--- config.mk ---
export PLATFORM = sky130hd
export DESIGN_NAME = pr_region_sequencer_flat
export DESIGN_NICKNAME = d
export VERILOG_FILES = /design/src/rtl/pr_region_sequencer_if.sv /design/src/rtl/pr_region_sequencer.sv /design/src/flat_wrapper.sv
export SDC_FILE = /design/constraint.sdc
export NUM_CORES = 1
export LEC_CHECK = 0
export CAP_MARGIN = 20
export CELL_PAD_IN_SITES_DETAIL_PLACEMENT = 2
export CELL_PAD_IN_SITES_GLOBAL_PLACEMENT = 2
export CORE_MARGIN = 2
export CORE_UTILIZATION = 34
export CTS_CLUSTER_SIZE = 8
export DETAILED_ROUTE_END_ITERATION = 7
export GPL_ROUTABILITY_DRIVEN = 0
export HOLD_SLACK_MARGIN = 0.1
export PLACE_DENSITY_LB_ADDON = 0.1
export SLEW_MARGIN = 20
export SYNTH_ARGS = -nofsm -noshare
export SYNTH_HDL_FRONTEND = slang
export SYNTH_SLANG_ARGS = --single-unit
--- constraint.sdc ---
create_clock -name clk -period 3 [get_ports clk]
set_input_delay 0.9 -clock clk [delete_from_list [all_inputs] [get_ports clk]]
set_output_delay 0.9 -clock clk [all_outputs]
set_load 0.1 [all_outputs]
--- src/rtl/pr_region_sequencer_if.sv ---
// Command channel between the host control path and pr_region_sequencer.
// The host drives the master side; the sequencer implements the slave side.
interface pr_region_sequencer_if #(
    parameter int REGION_W = 2
);
    logic                cmd_valid;
    logic                cmd_ready;
    logic [REGION_W-1:0] cmd_region;
    logic [1:0]          cmd_op;
    logic                cmd_err;

    modport master (
        output cmd_valid, cmd_region, cmd_op,
        input  cmd_ready, cmd_err
    );

    modport slave (
        input  cmd_valid, cmd_region, cmd_op,
        output cmd_ready, cmd_err
    );
endinterface

--- src/rtl/pr_region_sequencer.sv ---
// Per-region freeze -> timed reset -> unfreeze handshake sequencer for PR regions.
// Define PR_SEQ_TIMEOUT_EN to add a per-region handshake timeout that traps to ERROR.
module pr_region_sequencer #(
    parameter int NUM_REGIONS    = 3,
    parameter int REGION_W       = 2,
    parameter int RESET_CYCLES   = 16,
    parameter int TIMEOUT_CYCLES = 1024
) (
    input  logic                     clk,
    input  logic                     reset_n,
    pr_region_sequencer_if.slave     cmd,
    output logic [NUM_REGIONS-1:0]   freeze_req,
    input  logic [NUM_REGIONS-1:0]   freeze_status,
    output logic [NUM_REGIONS-1:0]   unfreeze_req,
    input  logic [NUM_REGIONS-1:0]   unfreeze_status,
    output logic [NUM_REGIONS-1:0]   region_reset,
    input  logic [2*NUM_REGIONS-1:0] illegal_req,
    output logic [3*NUM_REGIONS-1:0] region_state,
    output logic [NUM_REGIONS-1:0]   region_err,
    output logic                     done_irq
);

    typedef enum logic [2:0] {
        ST_RUNNING      = 3'd0,
        ST_FREEZE_REQ   = 3'd1,
        ST_FROZEN       = 3'd2,
        ST_RESET        = 3'd3,
        ST_UNFREEZE_REQ = 3'd4,
        ST_ERROR        = 3'd5
    } state_e;

    typedef enum logic [1:0] {
        OP_FREEZE   = 2'b00,
        OP_UNFREEZE = 2'b01,
        OP_CLEAR    = 2'b10,
        OP_RSVD     = 2'b11
    } op_e;

    localparam int RST_W = (RESET_CYCLES > 1) ? $clog2(RESET_CYCLES) : 1;
    localparam logic [RST_W-1:0] RST_LOAD = RST_W'(RESET_CYCLES - 1);

    if (NUM_REGIONS < 1 || NUM_REGIONS > 16 || (2 ** REGION_W) < NUM_REGIONS ||
        RESET_CYCLES < 1 || TIMEOUT_CYCLES < 2) begin : g_param_check
        $error("pr_region_sequencer: illegal parameter combination");
    end

    state_e           state_q   [NUM_REGIONS];
    state_e           state_d   [NUM_REGIONS];
    logic [RST_W-1:0] rst_cnt_q [NUM_REGIONS];
    logic [RST_W-1:0] rst_cnt_d [NUM_REGIONS];

    logic                   cmd_fire;
    logic                   cmd_in_range;
    logic                   cmd_ready_c;
    logic [NUM_REGIONS-1:0] cmd_hit;
    logic [NUM_REGIONS-1:0] tmo_hit;
    logic [NUM_REGIONS-1:0] err_set;
    logic [NUM_REGIONS-1:0] err_clr;
    logic                   cmd_bad;
    logic                   done_set;
    logic                   done_clr;
    logic                   cmd_err_q;

    assign cmd_in_range = int'(cmd.cmd_region) < NUM_REGIONS;
    assign cmd_fire     = cmd.cmd_valid && cmd_ready_c;
    assign cmd.cmd_ready = cmd_ready_c;
    assign cmd.cmd_err   = cmd_err_q;

    // Busy regions stall the channel; an out-of-range index is accepted so it can be flagged.
    always_comb begin
        cmd_ready_c = 1'b1;
        cmd_hit     = '0;
        for (int r = 0; r < NUM_REGIONS; r++) begin
            if (int'(cmd.cmd_region) == r) begin
                cmd_hit[r] = cmd.cmd_valid;
                if (state_q[r] == ST_FREEZE_REQ || state_q[r] == ST_RESET ||
                    state_q[r] == ST_UNFREEZE_REQ) begin
                    cmd_ready_c = 1'b0;
                end
            end
        end
        cmd_hit = cmd_hit & {NUM_REGIONS{cmd_ready_c}};
    end

`ifdef PR_SEQ_TIMEOUT_EN
    localparam int TMO_W = $clog2(TIMEOUT_CYCLES);
    localparam logic [TMO_W-1:0] TMO_LAST = TMO_W'(TIMEOUT_CYCLES - 1);

    logic [TMO_W-1:0] tmo_cnt_q [NUM_REGIONS];

    // Counter is zero on the first cycle of a handshake state, so it hits after TIMEOUT_CYCLES cycles.
    always_ff @(posedge clk or negedge reset_n) begin
        if (!reset_n) begin
            for (int r = 0; r < NUM_REGIONS; r++) tmo_cnt_q[r] <= '0;
        end else begin
            for (int r = 0; r < NUM_REGIONS; r++) begin
                if ((state_q[r] == ST_FREEZE_REQ || state_q[r] == ST_UNFREEZE_REQ) &&
                    state_d[r] == state_q[r]) begin
                    tmo_cnt_q[r] <= tmo_cnt_q[r] + TMO_W'(1);
                end else begin
                    tmo_cnt_q[r] <= '0;
                end
            end
        end
    end

    always_comb begin
        for (int r = 0; r < NUM_REGIONS; r++) tmo_hit[r] = (tmo_cnt_q[r] == TMO_LAST);
    end
`else
    assign tmo_hit = '0;
`endif

    // NOTE: every variable gets a default before any branch, otherwise always_comb infers latches.
    always_comb begin
        cmd_bad  = cmd_fire && !cmd_in_range;
        done_set = 1'b0;
        done_clr = 1'b0;
        err_set  = '0;
        err_clr  = '0;
        for (int r = 0; r < NUM_REGIONS; r++) begin
            state_d[r]   = state_q[r];
            rst_cnt_d[r] = rst_cnt_q[r];
            case (state_q[r])
                ST_RUNNING: begin
                    if (cmd_hit[r]) begin
                        if (cmd.cmd_op == OP_FREEZE) state_d[r] = ST_FREEZE_REQ;
                        else                         cmd_bad = 1'b1;
                    end
                end
                ST_FREEZE_REQ: begin
                    // Illegal request beats acknowledge; acknowledge beats timeout.
                    if (illegal_req[2*r +: 2] != 2'b00) begin
                        state_d[r] = ST_ERROR;
                        err_set[r] = 1'b1;
                    end else if (freeze_status[r]) begin
                        state_d[r] = ST_FROZEN;
                        done_set   = 1'b1;
                    end else if (tmo_hit[r]) begin
                        state_d[r] = ST_ERROR;
                        err_set[r] = 1'b1;
                    end
                end
                ST_FROZEN: begin
                    if (cmd_hit[r]) begin
                        if (cmd.cmd_op == OP_UNFREEZE) begin
                            state_d[r]   = ST_RESET;
                            rst_cnt_d[r] = RST_LOAD;
                        end else begin
                            cmd_bad = 1'b1;
                        end
                    end
                end
                ST_RESET: begin
                    if (rst_cnt_q[r] == '0) state_d[r] = ST_UNFREEZE_REQ;
                    else                    rst_cnt_d[r] = rst_cnt_q[r] - RST_W'(1);
                end
                ST_UNFREEZE_REQ: begin
                    if (illegal_req[2*r +: 2] != 2'b00) begin
                        state_d[r] = ST_ERROR;
                        err_set[r] = 1'b1;
                    end else if (unfreeze_status[r]) begin
                        state_d[r] = ST_RUNNING;
                        done_set   = 1'b1;
                    end else if (tmo_hit[r]) begin
                        state_d[r] = ST_ERROR;
                        err_set[r] = 1'b1;
                    end
                end
                ST_ERROR: begin
                    if (cmd_hit[r]) begin
                        if (cmd.cmd_op == OP_CLEAR) begin
                            state_d[r] = ST_FROZEN;
                            err_clr[r] = 1'b1;
                            done_clr   = 1'b1;
                        end else begin
                            cmd_bad = 1'b1;
                        end
                    end
                end
                default: state_d[r] = ST_RUNNING;
            endcase
        end
    end

    // NOTE: the per-region state array is control state, not storage, so every entry is reset.
    always_ff @(posedge clk or negedge reset_n) begin
        if (!reset_n) begin
            for (int r = 0; r < NUM_REGIONS; r++) begin
                state_q[r]   <= ST_RUNNING;
                rst_cnt_q[r] <= '0;
            end
            freeze_req   <= '0;
            unfreeze_req <= '0;
            region_reset <= '0;
            region_err   <= '0;
            done_irq     <= 1'b0;
            cmd_err_q    <= 1'b0;
        end else begin
            // NOTE: non-blocking assignments so every register samples pre-edge values.
            for (int r = 0; r < NUM_REGIONS; r++) begin
                state_q[r]      <= state_d[r];
                rst_cnt_q[r]    <= rst_cnt_d[r];
                // Decoding next state keeps the registered outputs aligned with state_q.
                freeze_req[r]   <= (state_d[r] == ST_FREEZE_REQ);
                unfreeze_req[r] <= (state_d[r] == ST_UNFREEZE_REQ);
                region_reset[r] <= (state_d[r] == ST_RESET) || (state_d[r] == ST_ERROR);
            end
            region_err <= (region_err & ~err_clr) | err_set;
            done_irq   <= done_set | (done_irq & ~done_clr);
            cmd_err_q  <= cmd_bad;
        end
    end

    always_comb begin
        region_state = '0;
        for (int r = 0; r < NUM_REGIONS; r++) region_state[3*r +: 3] = state_q[r];
    end

endmodule

--- src/flat_wrapper.sv ---
// flat-port wrapper written by rule: the top's interface ports become plain ports
module pr_region_sequencer_flat 
#(
    parameter int NUM_REGIONS    = 3,
    parameter int REGION_W       = 2,
    parameter int RESET_CYCLES   = 16,
    parameter int TIMEOUT_CYCLES = 1024
)
  (clk, reset_n, freeze_req, freeze_status, unfreeze_req, unfreeze_status, region_reset, illegal_req, region_state, region_err, done_irq, cmd_cmd_valid, cmd_cmd_region, cmd_cmd_op, cmd_cmd_ready, cmd_cmd_err);
  pr_region_sequencer_if #(.REGION_W(REGION_W)) cmd_i ();
  input  logic clk;
  input  logic reset_n;
  output logic [NUM_REGIONS-1:0] freeze_req;
  input  logic [NUM_REGIONS-1:0] freeze_status;
  output logic [NUM_REGIONS-1:0] unfreeze_req;
  input  logic [NUM_REGIONS-1:0] unfreeze_status;
  output logic [NUM_REGIONS-1:0] region_reset;
  input  logic [2*NUM_REGIONS-1:0] illegal_req;
  output logic [3*NUM_REGIONS-1:0] region_state;
  output logic [NUM_REGIONS-1:0] region_err;
  output logic done_irq;
  input wire logic [$bits(cmd_i.cmd_valid)-1:0] cmd_cmd_valid;
  input wire logic [$bits(cmd_i.cmd_region)-1:0] cmd_cmd_region;
  input wire logic [$bits(cmd_i.cmd_op)-1:0] cmd_cmd_op;
  output wire logic [$bits(cmd_i.cmd_ready)-1:0] cmd_cmd_ready;
  output wire logic [$bits(cmd_i.cmd_err)-1:0] cmd_cmd_err;
  assign cmd_i.cmd_valid = cmd_cmd_valid;
  assign cmd_i.cmd_region = cmd_cmd_region;
  assign cmd_i.cmd_op = cmd_cmd_op;
  assign cmd_cmd_ready = cmd_i.cmd_ready;
  assign cmd_cmd_err = cmd_i.cmd_err;
  pr_region_sequencer #(.NUM_REGIONS(NUM_REGIONS), .REGION_W(REGION_W), .RESET_CYCLES(RESET_CYCLES), .TIMEOUT_CYCLES(TIMEOUT_CYCLES)) u_core (.clk(clk), .reset_n(reset_n), .cmd(cmd_i), .freeze_req(freeze_req), .freeze_status(freeze_status), .unfreeze_req(unfreeze_req), .unfreeze_status(unfreeze_status), .region_reset(region_reset), .illegal_req(illegal_req), .region_state(region_state), .region_err(region_err), .done_irq(done_irq));
endmodule
==> metrics.md, run 1 <==
| Metric | Value |
|---|---|
| Total Neg Setup Slack | `0 ns` |
| Total GRT Usage | `21.0%` |
| Worst r2r src | `u_core.rst_cnt_q[4]` |
| #FFs+latches synth | `35` |
| Initial drt markers | `60` |
| Syn avg cell area | `8.92 µm²` |
| Final Hold Fails | `0` |
| Yosys warns | `0` |
| Period minus WS final | `2.91 ns` |
| Ys async rst share | `100%` |
| Seq/Total Area, Yosys | `38.8%` |
| Top cells by count, synth | `35 x dfrtp_1, 22 x nand2_1, 18 x nor2_1` |
| Worst-path clk slew | `0.07 ns` |
| Area leader, netlist | `dfrtp_1` |
| Share of the synthesized area in the top cell type | `38.8%` |
| Syn nets | `275` |
| Mapped Cells | `253` |
| Global-route wire length before repair | `12000 µm` |
| DP Area | `0.00276 mm²` |
| Final period util | `97.0%` |
| Vias in the first global route | `2301` |
| Design Area, Final | `0.00286 mm²` |
| Slew @ Worst Pin | `0.842 ns` |
| Max-slew violations | `0` |
| Most common cell in the synthesized netlist | `dfrtp_1` |
| Pleak | `0.00127 µW` |
| WP data arrival | `2.01 ns` |
| Largest net degree at the start of global routing | `36` |
| Reg2Reg Setup Slack | `0.89 ns` |
| Library cells used by synthesis | `57` |
| Hold crit path type | `reg -> reg` |
| Clk_lat worst skew | `0.29 ns` |
| Peak VDD IR | `0.766 mV` |
| CTS Buffer Depth | `2` |
| Die Footprint | `0.00730 mm²` |
| Row count | `29` |
| Fin util | `44.8%` |
| FMAX | `343 MHz` |
| IO Pins | `43` |
| Max-slew headroom | `43.9%` |
| Drt first pass iters | `4` |
| CTS Root Cell | `clkbuf_8` |
| Critical path data required time | `2.10 ns` |
| # DRC | `0` |
| Final nets | `326` |
| Port buffer count | `42` |
| Number of synthesized flops with an enable pin | `0` |
| TritonCTS Buffers | `5` |
| Initial Util | `35.3%` |
| Worst Setup End Kind | `output pin` |
| WS Path Type | `in -> out` |
| DR vias | `2136` |
| Post-DP HPWL | `5390 µm` |
| Status | `finished clean` |
| RSZ-0062 raised after global routing | `no` |
| Largest cells by area after synthesis | `dfrtp_1 39%, a21oi_1 3.8%, nand2_1 3.7%, nor2_1 3.0%, inv_1 2.7%` |
| Critical path startpoint | `cmd_cmd_region[0]` |
| Routed length per placed instance | `18.5 µm` |
| Initial antenna violation count | `0` |
| Setup violators final | `0` |
| CTS Sinks | `35` |
| Synthesized area | `0.00226 mm²` |
| Pwr dens | `1150 mW/mm²` |
| Top_reg_cell synth | `dfrtp_1` |
| DRT Wirelength | `7070 µm` |
| Worst Hold Launch | `u_core.region_err[1]` |
| Ant. Diodes | `0` |
| GRT overflow | `0` |
| Routed vias/inst | `5.59` |
| Die height | `85.5 µm` |
| Hold path cells | `1` |
| Core Box Area | `0.00639 mm²` |
| CTS tree | `yes` |
| Reg2reg path depth | `7` |
| Worst R2R End | `u_core.region_reset[1]` |
| Share of post-route cells with drive strength above 1 | `20.7%` |
| Worst clock skew | `0.00589 ns` |
| Worst min-delay path endpoint | `u_core.region_err[1]` |
| Worst-path fanout max | `4` |
| Area growth syn-to-layout | `26.8%` |
| CP startpoint kind | `primary input` |
| Antenna-violating nets left | `0` |
| Power, Total | `3290 µW` |
| Maxcap violations | `0` |
| Die Wd | `85.5 µm` |
| CTS HTree Levels | `2` |
## critical path, stage by stage
cell and delay, ns:
clkdlybuf4s50_1 0.53, o211ai_1 0.18, a21oi_4 0.21, buf_12 0.19
## layer usage
metal / vias to the layer above / track usage [%] / part of all wire [%]
li1: 1012 / - / -
met1: 1086 / 27.5 / 47
met2: 33 / 36.0 / 49
met3: 5 / 3.70 / 3.0
met4: 0 / 4.76 / 0.99
met5: - / 0 / 0
## state kept, by name, summed over array words and instances (netlist names)
name                 count
u_core.region_reset      3
u_core.freeze_req        3
u_core.rst_cnt_q        12
u_core.region_state      9
u_core.region_err        3
u_core.done_irq          1
u_core.cmd.cmd_err       1
u_core.unfreeze_req      3
## cell type report
class,count,area (µm²)
clock buffer,7,76.3
timing repair buffer,57,483
sequential,35,877
multi-input combinational,189,1260
fill,708,3530
clock inverter,1,5.00
inverter,16,60.1
tap,77,96.3
## layout by cell type (no fill, tap or decap), drive strengths merged, types with 4 or more instances in the layout
master	synthesis	final
buf	12	40
dfrtp	35	35
nand2	23	23
nor2	18	18
a21oi	17	17
inv	16	16
clkdlybuf4s50	0	16
nor2b	9	9
o21ai	8	8
nand2b	7	7
nor3	7	7
nand3	7	7
nand3b	7	7
clkbuf	1	7
o22ai	6	6
or3b	5	5
a31oi	5	5
o211ai	4	4
nand4	4	4
and2	4	4
o2bb2ai	4	4
and3	4	4
## metrics by stage
stage	cells	setup slack, ns	hold WS [ns]
global route	382	0.00572	0.509
CTS	382	0.0529	0.490
floorplan	253	0.0146	0.463
detailed placement	374	-0.0269	0.471
global placement	374	0.0246	0.474
finish	382	0.0885	0.488
## how the worst max path moves through the flow
stage / to / slack [ns] / cells past startpoint
5_1_grt: cmd_cmd_ready / 0.006 / 4
6_report: cmd_cmd_ready / 0.09 / 4
3_5_place_dp: cmd_cmd_ready / -0.03 / 5
2_1_floorplan: cmd_cmd_ready / 0.01 / 4
3_3_place_gp: cmd_cmd_ready / 0.02 / 5
4_1_cts: cmd_cmd_ready / 0.05 / 5
## cells by family (layout without fill, tap and decap cells)
| kind of cell | count (synthesis) | after routing | share of synthesized area, % |
|---|---|---|---|
| AND/OR/NAND/NOR | 116 | 116 | 30.5 |
| AO/OA/AOI/OAI | 64 | 64 | 20.0 |
| flip-flops | 35 | 35 | 38.8 |
| buffers and inverters | 29 | 81 | 6.54 |
| XOR/XNOR | 4 | 4 | 1.55 |
| adder cells (fa/ha/maj) | 3 | 3 | 1.66 |
| multiplexers | 2 | 2 | 0.887 |
## what timing repair did
| action | in CTS | in global routing |
|---|---|---|
| hold buffers | 0 | 0 |
| hold endpoints to repair | 0 | 0 |
| endpoints found under the setup margin | 1 | 1 |
| gates resized for setup | 2 | 2 |
| buffers inserted | 0 | 0 |
## where the power goes
group          internal (µW)  total (µW)  switching [µW]  leakage, µW
Combinational            619        2180            1560     0.000807
Sequential               650         774             125     0.000420
Clock                    163         341             178    0.0000422
Total                   1430        3290            1860      0.00127
No activity file was read; power rests on OpenSTA's default activity.
==> run 2, diff against run 1 <==
--- a/constraint.sdc
+++ b/constraint.sdc
@@ -3,2 +3,2 @@
 set_output_delay 0.9 -clock clk [all_outputs]
-set_load 0.1 [all_outputs]
+set_load 0.005 [all_outputs]
==> run 2 against run 1 <==
  * Die area stayed put
  * Critical path depth is 1 higher
  * Via count is 2.9% higher
  * Worst setup slack worse by 0.054 ns
  * Clock power is 31% higher
  * Flip-flop and latch count stayed put
  * Largest cell class unchanged
  * Non-clock buffer count is 5 higher
  * Combinational power is 37% lower
  * Routed wire length is 6.4% higher
==> metrics.md, run 2 (same netlist as run 1, synthesis figures left out) <==
| Metric | Value |
|---|---|
| Total GRT Usage | `22.3% (was 21.0%)` |
| Hold crit path type | `reg -> reg (unchanged)` |
| Largest net degree at the start of global routing | `36 (unchanged)` |
| CTS tree | `yes (unchanged)` |
| Period minus WS final | `2.97 ns (was 2.91 ns)` |
| Vias in the first global route | `2399 (was 2301)` |
| Area growth syn-to-layout | `31.4% (was 26.8%)` |
| Global-route wire length before repair | `12900 µm (was 12000 µm)` |
| Biggest register | `u_core.rst_cnt_q (unchanged)` |
| Worst-path fanout max | `4 (unchanged)` |
| Slowest cell on the critical path | `clkdlybuf4s50_1 (unchanged)` |
| Worst r2r src | `u_core.region_state[4] (was u_core.rst_cnt_q[4])` |
| Reg2Reg Setup Slack | `0.79 ns (was 0.89 ns)` |
| Worst R2R End | `u_core.done_irq (was u_core.region_reset[1])` |
| CTS Root Cell | `clkbuf_8 (unchanged)` |
| Maxcap violations | `0 (unchanged)` |
| Ant. Diodes | `0 (unchanged)` |
| Die Footprint | `0.00730 mm² (unchanged)` |
| Core Box Area | `0.00639 mm² (unchanged)` |
| Number of flip-flops in the largest register | `12 (unchanged)` |
| Reg2reg path depth | `8 (was 7)` |
| CTS Buffer Depth | `2 (unchanged)` |
| # DRC | `0 (unchanged)` |
| Hold path cells | `1 (unchanged)` |
| Critical path data required time | `2.10 ns (about the same)` |
| GRT overflow | `0 (unchanged)` |
| FMAX | `337 MHz (was 343 MHz)` |
| Share of post-route cells with drive strength above 1 | `15.5% (was 20.7%)` |
| Dpl ws | `-0.397 ns (was -0.0269 ns)` |
| Antenna-violating nets left | `0 (unchanged)` |
| CP bufs+invs | `2 (unchanged)` |
| DR vias | `2197 (was 2136)` |
| IO Pins | `43 (unchanged)` |
| Commonest cells after routing, fill and taps aside | `39 x clkdlybuf4s50_1, 34 x dfrtp_1, 22 x nand2_1 (was 38 x buf_4, 34 x dfrtp_1, 22 x nand2_1)` |
| Die Wd | `85.5 µm (unchanged)` |
| CTS HTree Levels | `2 (unchanged)` |
| Worst Hold Margin | `0.488 ns (about the same)` |
| Worst-path clk slew | `0.07 ns (about the same)` |
| Fin util | `46.4% (was 44.8%)` |
| Post-Layout Cell Count | `387 (was 382)` |
| Worst min-delay path endpoint | `u_core.region_err[1] (unchanged)` |
| Setup violators final | `0 (unchanged)` |
| Initial Util | `35.3% (unchanged)` |
| Final worst setup slack | `0.0347 ns (was 0.0885 ns)` |
| Clk_lat worst skew | `0.28 ns (was 0.29 ns)` |
| DP Area | `0.00281 mm² (was 0.00276 mm²)` |
| Worst Hold Launch | `u_core.region_err[1] (unchanged)` |
| CP startpoint kind | `primary input (unchanged)` |
| DP Cell Count | `376 (was 374)` |
| Post-DP HPWL | `5400 µm (was 5390 µm)` |
| Worst path max stage delay | `0.53 ns (about the same)` |
| WP data arrival | `2.07 ns (was 2.01 ns)` |
| Pleak | `0.00127 µW (about the same)` |
| Most frequent CP cell | `a21oi_2` |
| WS Path Type | `in -> out (unchanged)` |
| Initial drt markers | `83 (was 60)` |
| Pwr dens | `882 mW/mm² (was 1150 mW/mm²)` |
| Routed vias/inst | `5.68 (was 5.59)` |
| DRT Wirelength | `7530 µm (was 7070 µm)` |
| Die height | `85.5 µm (unchanged)` |
| Max-slew violations | `0 (unchanged)` |
| Peak VDD IR | `0.357 mV (was 0.766 mV)` |
| Worst Setup End Kind | `output pin (unchanged)` |
| Port buffer count | `42 (unchanged)` |
| Routed length per placed instance | `19.4 µm (was 18.5 µm)` |
| Top Family by Delay on Critical Path | `buffers and inverters (unchanged)` |
| Final Hold Fails | `0 (unchanged)` |
| TritonCTS Buffers | `5 (unchanged)` |
| Final nets | `331 (was 326)` |
| Drt first pass iters | `4 (unchanged)` |
| Worst clock skew | `0.00326 ns (was 0.00589 ns)` |
| Slew @ Worst Pin | `0.852 ns (was 0.842 ns)` |
| Row count | `29 (unchanged)` |
| CTS Sinks | `35 (unchanged)` |
| Final period util | `98.8% (was 97.0%)` |
| Max-slew headroom | `43.2% (was 43.9%)` |
| Filler cells | `717 (was 708)` |
| RSZ-0062 raised after global routing | `no (unchanged)` |
| Commonest non-fill, non-tap cell in the layout | `clkdlybuf4s50_1 (was buf_4)` |
| Status | `finished clean (unchanged)` |
| Crit-path cells | `dlygate4sd2_1 > nand2b_4 > a21oi_2 > a21oi_2 > clkdlybuf4s50_1 (was clkdlybuf4s50_1 > o211ai_1 > a21oi_4 > buf_12)` |
| Design Area, Final | `0.00296 mm² (was 0.00286 mm²)` |
| Initial antenna violation count | `0 (unchanged)` |
run 2: timing repair:
item	CTS	global route
setup buffers	2	1
hold buffers	0	0
setup endpoints to repair	1	1
pin swaps	2	1
cloned	0	0
gates resized for setup	6	3
run 2: worst register-to-register path, stage by stage (launching register included):
cell      delay [ns]
dfrtp_1         0.48
nand2b_1        0.27
o211ai_1        0.19
buf_4           0.18
buf_4           0.12
buf_4           0.12
a211oi_2        0.31
o31ai_1         0.13
a211o_1         0.30
run 2: worst max path at each step:
stage	start	endpoint	slack (ns)	cells after the start
2_1_floorplan	cmd_cmd_region[1]	cmd_cmd_ready	0.67	4
3_3_place_gp	cmd_cmd_region[0]	cmd_cmd_ready	-0.34	5
4_1_cts	cmd_cmd_region[0]	cmd_cmd_ready	0.02	4
5_1_grt	cmd_cmd_region[1]	cmd_cmd_ready	0.01	4
3_5_place_dp	cmd_cmd_region[0]	cmd_cmd_ready	-0.40	5
6_report	cmd_cmd_region[1]	cmd_cmd_ready	0.03	5
run 2: area by class of cell:
class | instances | area, µm² | share of cell area, %
Clock buffer | 6 | 82.6 | 2.79
Clock inverter | 2 | 35.0 | 1.18
Inverter | 16 | 60.1 | 2.03
Multi-Input combinational cell | 189 | 1250 | 42.3
Sequential cell | 35 | 877 | 29.6
Tap cell | 77 | 96.3 | 3.25
Timing Repair Buffer | 62 | 559 | 18.9
run 2: power by group:
group	total, µW	switching [µW]	internal, µW
Sequential	786	137	649
Combinational	1380	722	659
Clock	447	178	269
run 2: metal layers:
| metal | part of all wire (%) | routed length [µm] | track usage, % |
|---|---|---|---|
| met5 | 0 | 0 | 0 |
| met4 | 2.3 | 171 | 6.78 |
| met3 | 3.5 | 266 | 3.99 |
| met2 | 50 | 3750 | 37.2 |
| met1 | 44 | 3340 | 29.4 |
run 2: metrics by stage:
| step | power [µW] | setup TNS, ns |
|---|---|---|
| after global routing | 2810 | 0 |
| after floorplan | 1560 | 0 |
| after CTS | 2610 | 0 |
| after detailed placement | 2120 | -0.397 |
| after global placement | 2060 | -0.335 |
| final | 2610 | 0 |
==> run 3, diff against run 2 <==
Settings changed: CORE_UTILIZATION 34 to 41, DONT_BUFFER_PORTS from default to 1, GPL_TIMING_DRIVEN from default to 1.
==> run 3 against run 2 <==
  * Largest power group unchanged
  * Total power down 20%
  * Fmax grew 12%
  * Global-route usage is 0.89 points higher
  * Register-to-register slack improved by 0.20 ns
==> metrics.md, run 3 (same netlist as run 1, synthesis figures left out) <==
| Metric | Value |
|---|---|
| Hold crit path type | `in -> async (was reg -> reg)` |
| Pwr dens | `888 mW/mm² (was 882 mW/mm²)` |
| DRT Wirelength | `6470 µm (was 7530 µm)` |
| Initial antenna violation count | `0 (unchanged)` |
| Antenna-violating nets left | `0 (unchanged)` |
| Initial drt markers | `54 (was 83)` |
| Setup violators final | `0 (unchanged)` |
| Pleak | `0.000998 µW (was 0.00127 µW)` |
| Psw | `900 µW (was 1040 µW)` |
| Vias in the first global route | `2095 (was 2399)` |
| Drt first pass iters | `4 (unchanged)` |
| Worst-path clk slew | `0.07 ns (about the same)` |
| Initial Util | `41.7% (was 35.3%)` |
| Die Footprint | `0.00611 mm² (was 0.00730 mm²)` |
| Total Neg Setup Slack | `0 ns (unchanged)` |
| TritonCTS Buffers | `5 (unchanged)` |
| Total GRT Usage | `23.2% (was 22.3%)` |
| Commonest cells after routing, fill and taps aside | `35 x dfrtp_1, 22 x nand2_1, 18 x nor2_1 (was 39 x clkdlybuf4s50_1, 34 x dfrtp_1, 22 x nand2_1)` |
| DP Cell Count | `314 (was 376)` |
| Biggest register | `u_core.rst_cnt_q (unchanged)` |
| Gate power share | `42.4% (was 52.8%)` |
| Share of post-route cells with drive strength above 1 | `8.40% (was 15.5%)` |
| CTS tree | `yes (unchanged)` |
| GRT overflow | `0 (unchanged)` |
| Routed length per placed instance | `20.1 µm (was 19.4 µm)` |
| IO Pins | `43 (unchanged)` |
| CTS resizes | `0 (was 6)` |
| Worst clock skew | `0.0102 ns (was 0.00326 ns)` |
| RSZ-0062 raised after global routing | `no (unchanged)` |
| CTS HTree Levels | `2 (unchanged)` |
| Core Box Area | `0.00541 mm² (was 0.00639 mm²)` |
| Slowest cell on the critical path | `dfrtp_1 (was clkdlybuf4s50_1)` |
| Clk pwr share | `16.3% (was 17.1%)` |
| Area growth syn-to-layout | `4.38% (was 31.4%)` |
| CTS Sinks | `35 (unchanged)` |
| Final period util | `88.6% (was 98.8%)` |
| Number of flip-flops in the largest register | `12 (unchanged)` |
| Critical path data required time | `2.10 ns (about the same)` |
| Routed vias/inst | `5.97 (was 5.68)` |
| Crit-path cells | `or3b_1 > a21oi_1 > a21oi_1 (was dlygate4sd2_1 > nand2b_4 > a21oi_2 > a21oi_2 > clkdlybuf4s50_1)` |
| Grt met1 use | `28.1% (was 29.4%)` |
| Worst Setup End Kind | `output pin (unchanged)` |
| Period minus WS final | `2.66 ns (was 2.97 ns)` |
| CTS Root Cell | `clkbuf_8 (unchanged)` |
| WS Path Type | `reg -> out (was in -> out)` |
| Final nets | `271 (was 331)` |
| Post-DP HPWL | `4940 µm (was 5400 µm)` |
| Status | `finished clean (unchanged)` |
| Slew @ Worst Pin | `0.488 ns (was 0.852 ns)` |
| Worst Hold Margin | `0.290 ns (was 0.488 ns)` |
| Maxcap violations | `0 (unchanged)` |
| Worst-path fanout max | `14 (was 4)` |
| Commonest non-fill, non-tap cell in the layout | `dfrtp_1 (was clkdlybuf4s50_1)` |
| Clk_lat worst skew | `0.30 ns (was 0.28 ns)` |
| Sequential share of power | `41.3% (was 30.1%)` |
| Most frequent CP cell | `a21oi_1 (was a21oi_2)` |
| Final Hold Fails | `0 (unchanged)` |
| Peak VDD IR | `0.409 mV (was 0.357 mV)` |
| # DRC | `0 (unchanged)` |
| M3 GR Usage | `6.44% (was 3.99%)` |
| Worst path max stage delay | `0.60 ns (was 0.53 ns)` |
| CP startpoint kind | `register (was primary input)` |
| Die Wd | `78.2 µm (was 85.5 µm)` |
| Sw Ratio | `43.1% (was 39.7%)` |
| WP data arrival | `1.76 ns (was 2.07 ns)` |
| Internal power | `1190 µW (was 1580 µW)` |
| Post-Layout Cell Count | `322 (was 387)` |
| FMAX | `376 MHz (was 337 MHz)` |
| Max-slew headroom | `67.5% (was 43.2%)` |
| Postcts setup bufs | `0 (was 2)` |
| Top Usage Layer GRT | `met2 (unchanged)` |
| Hold_buf cts | `0 (unchanged)` |
| Largest net degree at the start of global routing | `36 (unchanged)` |
| Row count | `27 (was 29)` |
| DR vias | `1922 (was 2197)` |
| Die height | `78.2 µm (was 85.5 µm)` |
| Port buffer count | `0 (was 42)` |
| Global-route wire length before repair | `11000 µm (was 12900 µm)` |
| CTS Buffer Depth | `2 (unchanged)` |
| Ant. Diodes | `0 (unchanged)` |
| Max-slew violations | `0 (unchanged)` |
| Grt met2 use | `39.9% (was 37.2%)` |
-- run 3: changes by cell type in the layout (fill, tap and decap cells not counted), sizes merged --
cell           change
buf               -19
clkdlybuf4s50     -39
bufinv             -1
dlygate4sd2        -1
-- run 3: metal layers --
metal / vias up / wire, µm
met1: 975 / 2750
met3: 10 / 318
met4: 0 / 121
met5: - / 0
li1: 905 / -
met2: 32 / 3290
-- run 3: layout make-up --
| cell class | count | area [µm²] |
|---|---|---|
| well taps | 72 | 90.1 |
| clock buffers | 7 | 76.3 |
| clock inverters | 1 | 5.00 |
| repair buffers | 2 | 15.0 |
| multi-input cells | 189 | 1230 |
| flip-flops and latches | 35 | 876 |
| inverters | 16 | 60.1 |
| fillers | 603 | 3050 |
-- run 3: power by group through the flow --
stage               logic (µW)  registers (µW)  clock network, µW
CTS                        899             865                352
global placement           860             863                  0
global route              1020             896                368
detailed placement         890             873                  0
finish                     887             863                341
floorplan                  795             762                  0
-- run 3: through the flow --
stage / instance area (µm²) / utilization, % / total power [µW] / setup slack (ns)
floorplan: 2260 / - / 1560 / 0.675
global placement: 2270 / 42.1 / 1720 / 0.707
detailed placement: 2270 / 42.1 / 1760 / 0.642
CTS: 2350 / 43.6 / 2120 / 0.329
global route: 2350 / 43.6 / 2290 / 0.203
finish: 2350 / 43.6 / 2090 / 0.343
-- run 3: path summary, 6_finish.rpt --
kind,from,end,slack (ns),depth (start not counted)
max reg2reg,u_core.region_state[1],u_core.done_irq,0.99,5
min,reset_n,u_core.region_state[4],0.29,0
min in group clk,u_core.rst_cnt_q[0],u_core.rst_cnt_q[0],0.51,1
min reg2reg,u_core.rst_cnt_q[0],u_core.rst_cnt_q[0],0.51,1
max in group asynchronous,reset_n,u_core.region_err[1],2.63,0
max,u_core.region_state[8],cmd_cmd_ready,0.34,3
-- run 3: worst max-delay path: cells and delay by family (launching register included) --
| kind | cells | cell delay (ns) |
|---|---|---|
| flip-flops | 1 | 0.60 |
| AO/OA/AOI/OAI | 2 | 0.44 |
| AND/OR/NAND/NOR | 1 | 0.42 |
